$ cat src/rtl/l2_arbiter.sv
// l2_arbiter: shares one downstream line-fill port between icache and dcache.
// A grant captures the line-aligned request address and streams WORDS beats
// back to the winner; ties alternate between requesters.
// Optional build macro: L2_ARB_DCACHE_PRIORITY_EN makes every tie go to dcache.
module l2_arbiter #(
    parameter int unsigned LINE_SIZE = 32,
    parameter int unsigned XLEN      = 32
) (
    input  logic            clk,
    input  logic            reset,
    input  logic [XLEN-1:0] icache_address,
    input  logic            icache_access,
    output logic [XLEN-1:0] icache_word,
    output logic            icache_word_valid,
    output logic            icache_done,
    input  logic [XLEN-1:0] dcache_address,
    input  logic            dcache_access,
    output logic [XLEN-1:0] dcache_word,
    output logic            dcache_word_valid,
    output logic            dcache_done,
    output logic [XLEN-1:0] memory_address,
    output logic            memory_access,
    input  logic [XLEN-1:0] memory_word,
    input  logic            memory_word_valid
);

    localparam int unsigned WORDS = LINE_SIZE * 8 / XLEN;
    localparam int unsigned BW    = (WORDS > 1) ? $clog2(WORDS) : 1;
    localparam logic [XLEN-1:0] LINE_MASK = ~XLEN'(LINE_SIZE - 1);
    localparam logic [BW-1:0]   LAST_BEAT = BW'(WORDS - 1);

    typedef enum logic [1:0] {
        IDLE   = 2'd0,
        FILL_I = 2'd1,
        FILL_D = 2'd2
    } state_t;

    state_t          state_q, state_d;
    logic [BW-1:0]   beat_q, beat_d;
    logic [XLEN-1:0] mem_addr_q, mem_addr_d;
    logic            grant_i_c, grant_d_c;
`ifndef L2_ARB_DCACHE_PRIORITY_EN
    // 1 = dcache was granted most recently
    logic            last_grant_q, last_grant_d;
`endif

    // State, beat counter, captured address and fairness history
    always_ff @(posedge clk) begin
        if (reset) begin
            state_q    <= IDLE;
            beat_q     <= '0;
            mem_addr_q <= '0;
`ifndef L2_ARB_DCACHE_PRIORITY_EN
            last_grant_q <= 1'b1;
`endif
        end else begin
            state_q    <= state_d;
            beat_q     <= beat_d;
            mem_addr_q <= mem_addr_d;
`ifndef L2_ARB_DCACHE_PRIORITY_EN
            last_grant_q <= last_grant_d;
`endif
        end
    end

    // Grant selection, beat forwarding and fill completion
    always_comb begin
        state_d           = state_q;
        beat_d            = beat_q;
        mem_addr_d        = mem_addr_q;
`ifndef L2_ARB_DCACHE_PRIORITY_EN
        last_grant_d      = last_grant_q;
`endif
        grant_i_c         = 1'b0;
        grant_d_c         = 1'b0;
        icache_word       = '0;
        icache_word_valid = 1'b0;
        icache_done       = 1'b0;
        dcache_word       = '0;
        dcache_word_valid = 1'b0;
        dcache_done       = 1'b0;
        memory_access     = (state_q != IDLE);

        case (state_q)
            IDLE: begin
                if (icache_access && dcache_access) begin
`ifdef L2_ARB_DCACHE_PRIORITY_EN
                    grant_d_c = 1'b1;
`else
                    grant_i_c = last_grant_q;
                    grant_d_c = ~last_grant_q;
`endif
                end else begin
                    grant_i_c = icache_access;
                    grant_d_c = dcache_access;
                end

                if (grant_i_c) begin
                    state_d    = FILL_I;
                    mem_addr_d = icache_address & LINE_MASK;
`ifndef L2_ARB_DCACHE_PRIORITY_EN
                    last_grant_d = 1'b0;
`endif
                end else if (grant_d_c) begin
                    state_d    = FILL_D;
                    mem_addr_d = dcache_address & LINE_MASK;
`ifndef L2_ARB_DCACHE_PRIORITY_EN
                    last_grant_d = 1'b1;
`endif
                end
            end

            FILL_I, FILL_D: begin
                if (memory_word_valid) begin
                    if (state_q == FILL_I) begin
                        icache_word       = memory_word;
                        icache_word_valid = 1'b1;
                        icache_done       = (beat_q == LAST_BEAT);
                    end else begin
                        dcache_word       = memory_word;
                        dcache_word_valid = 1'b1;
                        dcache_done       = (beat_q == LAST_BEAT);
                    end
                    if (beat_q == LAST_BEAT) begin
                        state_d = IDLE;
                        beat_d  = '0;
                    end else begin
                        beat_d = beat_q + BW'(1);
                    end
                end
            end

            default: begin
                state_d = IDLE;
                beat_d  = '0;
            end
        endcase
    end

    assign memory_address = mem_addr_q;

endmodule

$ cat config.mk
export PLATFORM = sky130hd
export DESIGN_NAME = l2_arbiter
export DESIGN_NICKNAME = d
export VERILOG_FILES = /design/src/rtl/l2_arbiter.sv
export SDC_FILE = /design/constraint.sdc
export NUM_CORES = 1
export LEC_CHECK = 0
export ABC_AREA = 0
export CORE_MARGIN = 8
export CORE_UTILIZATION = 32
export CTS_CLUSTER_SIZE = 28
export DETAILED_ROUTE_END_ITERATION = 7
export PLACE_DENSITY = 0.82
export SLEW_MARGIN = 0
export SYNTH_ARGS = -nofsm -noshare
export SYNTH_HDL_FRONTEND = slang
export SYNTH_SLANG_ARGS = --single-unit
$ cat constraint.sdc
create_clock -name clk -period 1.9 [get_ports clk]
set_input_delay 0.38 -clock clk [delete_from_list [all_inputs] [get_ports clk]]
set_output_delay 0.38 -clock clk [all_outputs]
set_load 0.01 [all_outputs]
Word level (Yosys, flattened, before mapping)
Cells that the tools add are included.
{"block": "word_totals", "mem_bits_rw": 0, "register_bits": 38, "romBits": 0, "inputBits": 101, "mem_count": 0, "word_cells": 55, "out_inout_bits": 101, "latchBits": 0}
{"block": "classes", "bitwise_logic": 2, "muxes": 34, "add_sub_neg": 1, "n_shift": 0, "n_mul": 0, "reduce_logical": 8, "eq_ne": 6, "n_lt_le_gt_ge": 0, "div_mod_pow": 0}
{"operator": "32-bit two-way mux", "count": 8}
{"operator": "1-bit two-way mux", "count": 18}
{"operator": "2-bit two-way mux", "count": 4}
{"operator": "3-bit two-way mux", "count": 2}
{"operator": "3-bit case mux with 2 select lines", "count": 1}
{"operator": "2-bit != test, second input constant", "count": 2}
{"operator": "2-bit case mux with 2 select lines", "count": 1}
{"operator": "2-bit AND reduction", "count": 2}
{"operator": "2-bit nonzero test", "count": 2}
{"operator": "3-bit by 1-bit adder with 3-bit output, second input constant", "count": 1}
{"operator": "3-bit == test, second input constant", "count": 1}
{"operator": "3-bit != test, second input constant", "count": 1}
{"operator": "3-bit AND reduction", "count": 1}
{"operator": "2-bit by 1-bit == test with 1-bit output, second input constant", "count": 1}
{"operator": "2-bit == test, second input constant", "count": 1}
{"operator": "2-bit logical NOT", "count": 1}
{"operator": "1-bit inverter", "count": 2}
{"operator": "2-bit OR reduction", "count": 1}
{"operator": "1-bit logical AND", "count": 1}

Depth between registers and ports, before layout
Gate-level depths: netlist of run 1.
{"block": "depth", "word_depth": 6, "mapped_depth": 7, "mapped_depth_nobuf": 5}

Least setup slack after synthesis of run 1
OpenSTA, ideal clock, no wires.
{"block": "synth_timing", "kind": "register to output", "start": "register state_q[0]", "end": "output dcache_word[0]", "stages_incl_launch_ff": 7, "setup_slack_ps": 161, "n_path_buf": 1, "t_required_ps": 1520, "arrival_ps": 1359, "path_cell_list": "dfxtp_1 inv_1 ha_1 nand2_1 nor2_1 clkbuf_1 and2_1"}
{"block": "synth_via", "elab_chain_len": 4, "word_cells_on_any_way": 6, "classes_between": "eq/ne (2); mux (3); reduce/logical (1)"}
{"element": "start: declaration", "line": "38", "text": "state_t state_q, state_d;"}
{"element": "start signal: assignment", "line": "57", "text": "state_q <= state_d;"}
{"element": "2-bit by 1-bit == test with 1-bit output", "line": "84, 115"}
{"element": "32-bit two-way mux", "line": "115", "text": "if (state_q == FILL_I) begin"}
{"element": "32-bit two-way mux", "line": "114", "text": "if (memory_word_valid) begin"}
{"element": "32-bit two-way mux *", "line": "84", "text": "case (state_q)"}
{"element": "end: declaration", "line": "18", "text": "output logic [XLEN-1:0] dcache_word,"}
Every way passes the cells marked *; elsewhere a longest branch is shown, timed or not.

Final worst setup path of run 1
{"block": "layout_timing", "start": "register state_q[1]", "end": "output dcache_word[5]"}
Same word-level chain as after synthesis.

==> results.py, run 1 <==
metrics = {
    "sta": {
        "hold_viol_final": 0,
        "fin_crit_sh": 1.06,
        "timing.fmax_ghz": 0.494,
        "period_needed_ps": 2020,
        "rsz0062_at_grt": "true",
        "slew_violations": 0,
        "setup_ws_ps": -123,
        "hold_ws_ps": 488,
        "setup-violations-final": 66,
        "finalClockSkew_ps": 11.8,
    },
    "floorplan": {
        "core_area_sq_um": 7100,
        "fp-row-count": 31,
        "io_pins": 202,
        "die_h_um": 101,
        "start_util": 0.325,
        "die-width_um": 101,
        "dieArea_sq_um": 10200,
    },
    "route": {
        "viasPerCell": 4.91,
        "antenna_left": 0,
        "firstDrtPassIters": 4,
        "wl_per_cell_um": 17.8,
        "remaining_drc_errors": 0,
        "wl_mm": 10.1,
        "vias": 2792,
        "dr.first_iter.drc_count": 45,
    },
    "pwr": {
        "pwr_density_cell_nw_per_um2": 685,
        "internal_power_mw": 2.00,
        "seq_power_share": 0.291,
        "p_switching_mw": 1.08,
        "clkPwrFrac": 0.158,
        "peakVddDrop_mv": 0.405,
        "p_sw_frac": 0.350,
        "power_frac_comb": 0.551,
        "leakage_nw": 1.93,
    },
    "flow_run": {
        "drv_cap": 0,
    },
    "placement": {
        "place_congestion": 0.753,
        "postPlaceCellArea_sq_um": 4280,
        "port_buffers": 186,
        "place_hpwl_mm": 7.72,
    },
    "clock_network": {
        "cts_tree": "yes",
        "clkSinkCount": 33,
        "clkTransAtPathRegs_ps": 60,
        "clkLatencyLatePin_ps": 280,
        "cts-htree-levels": 2,
        "cts_root_buffer": "clkbuf_8",
        "max-clock-path-buffers": 2,
        "numCtsBuffers": 5,
        "postCtsHoldBufs": 0,
    },
    "finish": {
        "final_cell_mix": "clkdlybuf4s50_1, buf_6, and2_4",
        "drive_above_1_share": 0.356,
        "nNetsFinal": 577,
        "fin_util": 0.633,
        "final_area_sq_um": 4490,
        "fillers": 600,
        "final_common_cell": "clkdlybuf4s50_1",
        "area_growth_pct": 94.8,
    },
    "grt": {
        "overflow": 0,
        "grt_pass1_vias": 2922,
        "grt_pass1_wl_mm": 15.2,
        "antenna_found_initial": 1,
        "grt_usage": 0.187,
        "grt_max_degree": 42,
    },
    "synthesis": {
        "ys_seq_elements": 33,
        "yosys_most_used_dff": "dfxtp_1",
        "synth-edff-count": 0,
        "synthCells": 282,
        "yosysUniqueCellTypes": 30,
        "synth.area.top_cells": "dfxtp_1, and2_1, a311oi_2",
        "async_flop_share": 0,
        "synth_top_cell_by_area": "dfxtp_1",
        "synth_top_area_frac": 0.287,
        "yosysSeqAreaShare": 0.287,
        "ys_warn_count": 0,
        "synthesis.area_sq_um": 2300,
        "syn_area_per_cell_sq_um": 8.17,
    },
    "setup_path": {
        "critPathCaptureType": "output pin",
        "r2r_cells": 7,
        "critical_path.startpoint_type": "flip-flop",
        "critPathArrivalTime_ps": 1640,
        "required_ps": 1520,
        "crit_type": "reg -> out",
        "path_max_fanout": 5,
    },
    "outcome": {
        "violations": "setup timing",
        "status": "finished, violations left",
    },
    "worst_hold_path": {
        "worst_hold_path_type": "reg -> reg",
        "whs_path_depth": 2,
    },
}
repair_timing:
action | 4_1_cts | 5_1_grt
buffers inserted | 5 | 0
resized for setup | 324 | 48
pin swaps | 18 | 11
setup endpoints to repair | 68 | 67
gates cloned | 4 | 1
logic make-up after synthesis:
logic type / Yosys count / synth area share
flops: 33 / 0.287
buf+inv: 37 / 0.0966
compound gates: 70 / 0.265
fa+ha+maj: 6 / 0.0326
simple gates: 135 / 0.317
other cells: 1 / 0.00163
worst paths after layout:
path / from / to / slack [ps]
worst max register to register: state_q[1] / memory_address[24] / 370
worst min-delay path: state_q[1] / state_q[1] / 490
worst max-delay path: state_q[1] / dcache_word[5] / -120
worst min register to register: state_q[1] / state_q[1] / 490
registers in the layout, summed over array words and instances (netlist names):
register	flops
memory_address	27
beat_q	3
state_q	2
last_grant_q	1
area by class of cell:
class                           count  area [sq um]  area share
Tap cell                           99           124      0.0276
Inverter                            4          15.0     0.00334
Clock buffer                        5          68.8      0.0153
Antenna cell                        1          2.50    0.000557
Clock inverter                      1          5.00     0.00111
Multi-Input combinational cell    216          1570       0.350
Sequential cell                    33           663       0.148
Timing Repair Buffer              210          2040       0.455
synth_stat cells (2+ instances only):
library cell,instances
a211o_1,2
a21oi_1,5
a311oi_1,4
a311oi_2,23
and2_1,67
buf_1,2
buf_2,5
buf_4,10
buf_6,5
clkbuf_1,9
clkbuf_2,2
dfxtp_1,33
ha_1,6
inv_1,3
nand2_1,5
nand3_1,27
nor2_1,29
nor2b_1,2
o21ai_0,24
o21ai_1,9
stage by stage:
stage	setup TNS, ps	worst slack, ps	total power [mW]	instances
2_1_floorplan	0	161	1.69	286
3_3_place_gp	-28820	-470	2.42	556
3_5_place_dp	-30580	-513	2.46	556
4_1_cts	-8130	-148	3.05	571
5_1_grt	-9230	-192	3.27	569
6_report	-4290	-123	3.08	569
power groups by stage:
stage / Clock, mW / Sequential, mW / Combinational (mW)
2_1_floorplan: 0 / 0.958 / 0.729
5_1_grt: 0.537 / 0.911 / 1.82
3_5_place_dp: 0 / 0.906 / 1.56
6_report: 0.486 / 0.895 / 1.69
4_1_cts: 0.505 / 0.896 / 1.65
3_3_place_gp: 0 / 0.901 / 1.52
worst max-delay path, stage by stage (launching register included):
cell and delay (ps):
dfxtp_2 330, inv_2 50, ha_4 290, nand2_4 50, nor2_4 120, buf_6 150
clkbuf_16 140, and2_4 130, buf_6 90
routing by layer:
| metal | routed length [um] | up-vias | global-route usage | part of all wire |
|---|---|---|---|---|
| li1 | - | 1348 | - | - |
| met5 | 0 | - | 0 | 0 |
| met2 | 5230 | 140 | 0.343 | 0.52 |
| met3 | 987 | 18 | 0.0698 | 0.097 |
| met1 | 3700 | 1286 | 0.186 | 0.36 |
| met4 | 231 | 0 | 0.0686 | 0.023 |
Power figures use the tool's default switching activity.
==> run 2: changes to the inputs <==
--- a/config.mk
+++ b/config.mk
@@ -10,8 +10,10 @@
 export CORE_UTILIZATION = 32
 export CTS_CLUSTER_SIZE = 28
 export DETAILED_ROUTE_END_ITERATION = 7
+export GPL_TIMING_DRIVEN = 0
 export PLACE_DENSITY = 0.82
 export SLEW_MARGIN = 0
 export SYNTH_ARGS = -nofsm -noshare
 export SYNTH_HDL_FRONTEND = slang
 export SYNTH_SLANG_ARGS = --single-unit
+export TNS_END_PERCENT = 20
==> constraint.sdc (replaced) <==
create_clock -name clk -period 1.9 [get_ports clk]
set_input_delay 0.38 -clock clk [delete_from_list [all_inputs] [get_ports clk]]
set_output_delay 0.38 -clock clk [all_outputs]
set_load 0.1 [all_outputs]
==> results.py, run 2 (synthesis results as in run 1) <==
metrics = {
    "outcome": {
        "status": "finished, violations left",
        "violations": "setup timing",
    },
    "grt": {
        "grt_usage": 0.228,
        "use_met1": 0.264,
        "grt_max_degree": 12,
        "grt_pass1_wl_mm": 18.1,
        "top_usage_layer": "met2",
        "grt_use_met2": 0.402,
        "overflow": 0,
        "use_met3": 0.0559,
        "antenna_found_initial": 1,
        "grt_pass1_vias": 3117,
    },
    "floorplan": {
        "start_util": 0.325,
        "io_pins": 202,
        "fp-row-count": 31,
        "core_area_sq_um": 7100,
        "die_h_um": 101,
        "die-width_um": 101,
        "dieArea_sq_um": 10200,
    },
    "finish": {
        "area_growth_pct": 135,
        "drive_above_1_share": 0.432,
        "nNetsFinal": 592,
        "fillers": 434,
        "largest_reg_flops": 27,
        "final_common_cell": "clkdlybuf4s50_1",
        "final_cell_mix": "clkdlybuf4s50_1, buf_12, and2_4",
        "fin_cells": 586,
    },
    "sta": {
        "hold_viol_final": 0,
        "tightest_slew_ps": 990,
        "setup_ws_ps": -251,
        "period_needed_ps": 2150,
        "fin_crit_sh": 1.13,
        "slew_violations": 0,
        "rsz0062_at_grt": "true",
        "setup-violations-final": 67,
        "timing.fmax_ghz": 0.465,
        "finalClockSkew_ps": 11.5,
        "relSlewSlack": 0.342,
    },
    "setup_path": {
        "critPathArrivalTime_ps": 1770,
        "r2r_slack_ps": 380,
        "r2r_cells": 5,
        "cp_num_buf_inv": 4,
        "cpMostUsedCell": "buf_12",
        "critical_path.startpoint_type": "flip-flop",
        "critPathCaptureType": "output pin",
        "worst-path-stages": 8,
        "path_cells": "inv_2, ha_4, nand2_4, nor2_4, buf_12, buf_12, and2_4, buf_12",
        "crit_family": "buffers and inverters",
        "crit_type": "reg -> out",
        "required_ps": 1520,
        "path_max_fanout": 10,
        "cp_slowest_cell": "dfxtp_2",
        "cpPeakStageDelay_ps": 340,
    },
    "clock_network": {
        "clkTransAtPathRegs_ps": 70,
        "max-clock-path-buffers": 2,
        "clkLatencyLatePin_ps": 290,
        "numCtsBuffers": 5,
        "clkSinkCount": 33,
        "postCtsHoldBufs": 0,
        "cts-htree-levels": 2,
        "cts_root_buffer": "clkbuf_8",
        "cts_tree": "yes",
    },
    "pwr": {
        "power.total_mw": 5.18,
        "leakage_nw": 2.23,
        "pwr_density_cell_nw_per_um2": 956,
        "peakVddDrop_mv": 0.514,
    },
    "worst_hold_path": {
        "worst_hold_path_type": "reg -> reg",
        "whs_path_depth": 1,
    },
    "placement": {
        "dp.cells": 569,
        "place_congestion": 0.832,
        "dp_slack_ps": -1410,
        "place_hpwl_mm": 7.99,
        "port_buffers": 184,
    },
    "route": {
        "remaining_drc_errors": 0,
        "vias": 2913,
        "firstDrtPassIters": 4,
        "antenna_left": 0,
        "wl_mm": 12.2,
        "dr.first_iter.drc_count": 144,
        "viasPerCell": 4.97,
        "wl_per_cell_um": 20.8,
    },
    "flow_run": {
        "drv_cap": 0,
    },
}
-- run 2: layout make-up --
class                   count  area [sq um]  share of cell area
diodes                      1          2.50            0.000462
plain buffers              33           275              0.0508
clock buffers               5          68.8              0.0127
clock inverters             3          65.1              0.0120
inverters                   4          15.0             0.00277
multi-input cells         217          1640               0.303
flip-flops and latches     33           663               0.122
well taps                  99           124              0.0229
repair buffers            191          2560               0.473
-- run 2: final timing paths --
| check | from | to |
|---|---|---|
| max | state_q[0] | dcache_word[17] |
| min | last_grant_q | last_grant_q |
| max reg2reg | beat_q[0] | state_q[1] |
| min reg2reg | last_grant_q | last_grant_q |
-- run 2: layer usage --
layer,up-vias,part of all wire
met5,-,0
met4,0,0.015
met3,13,0.085
met2,143,0.50
met1,1377,0.39
li1,1380,-
-- run 2: power breakdown --
part           switching [mW]  internal [mW]  leakage [nW]
Sequential             0.0708          0.826         0.274
Combinational            2.37           1.13          1.89
Clock                   0.258          0.521        0.0681
-- run 2: metrics by stage --
| stage | TNS (ps) | hold slack (ps) | area [sq um] | util |
|---|---|---|---|---|
| floorplan | -6140 | 442 | 2430 | - |
| global placement | -86620 | 453 | 4400 | 0.620 |
| detailed placement | -87460 | 462 | 4400 | 0.620 |
| CTS | -13390 | 481 | 5360 | 0.756 |
| global route | -17650 | 501 | 5420 | 0.763 |
| finish | -13610 | 478 | 5420 | 0.763 |
-- run 2: worst register-to-register path: stages (launching register included) --
cell and delay (ps):
dfxtp_1 320, ha_1 230, ha_1 210, a21boi_0 380
o21ai_0 160, a21oi_1 150
-- run 2: repair_timing --
item | 4_1_cts | 5_1_grt
endpoints found under the hold margin | 0 | 0
gates resized for setup | 713 | 24
buffers inserted | 2 | 2
endpoints found under the setup margin | 96 | 82
pin swaps | 55 | 1
gates cloned | 4 | 0
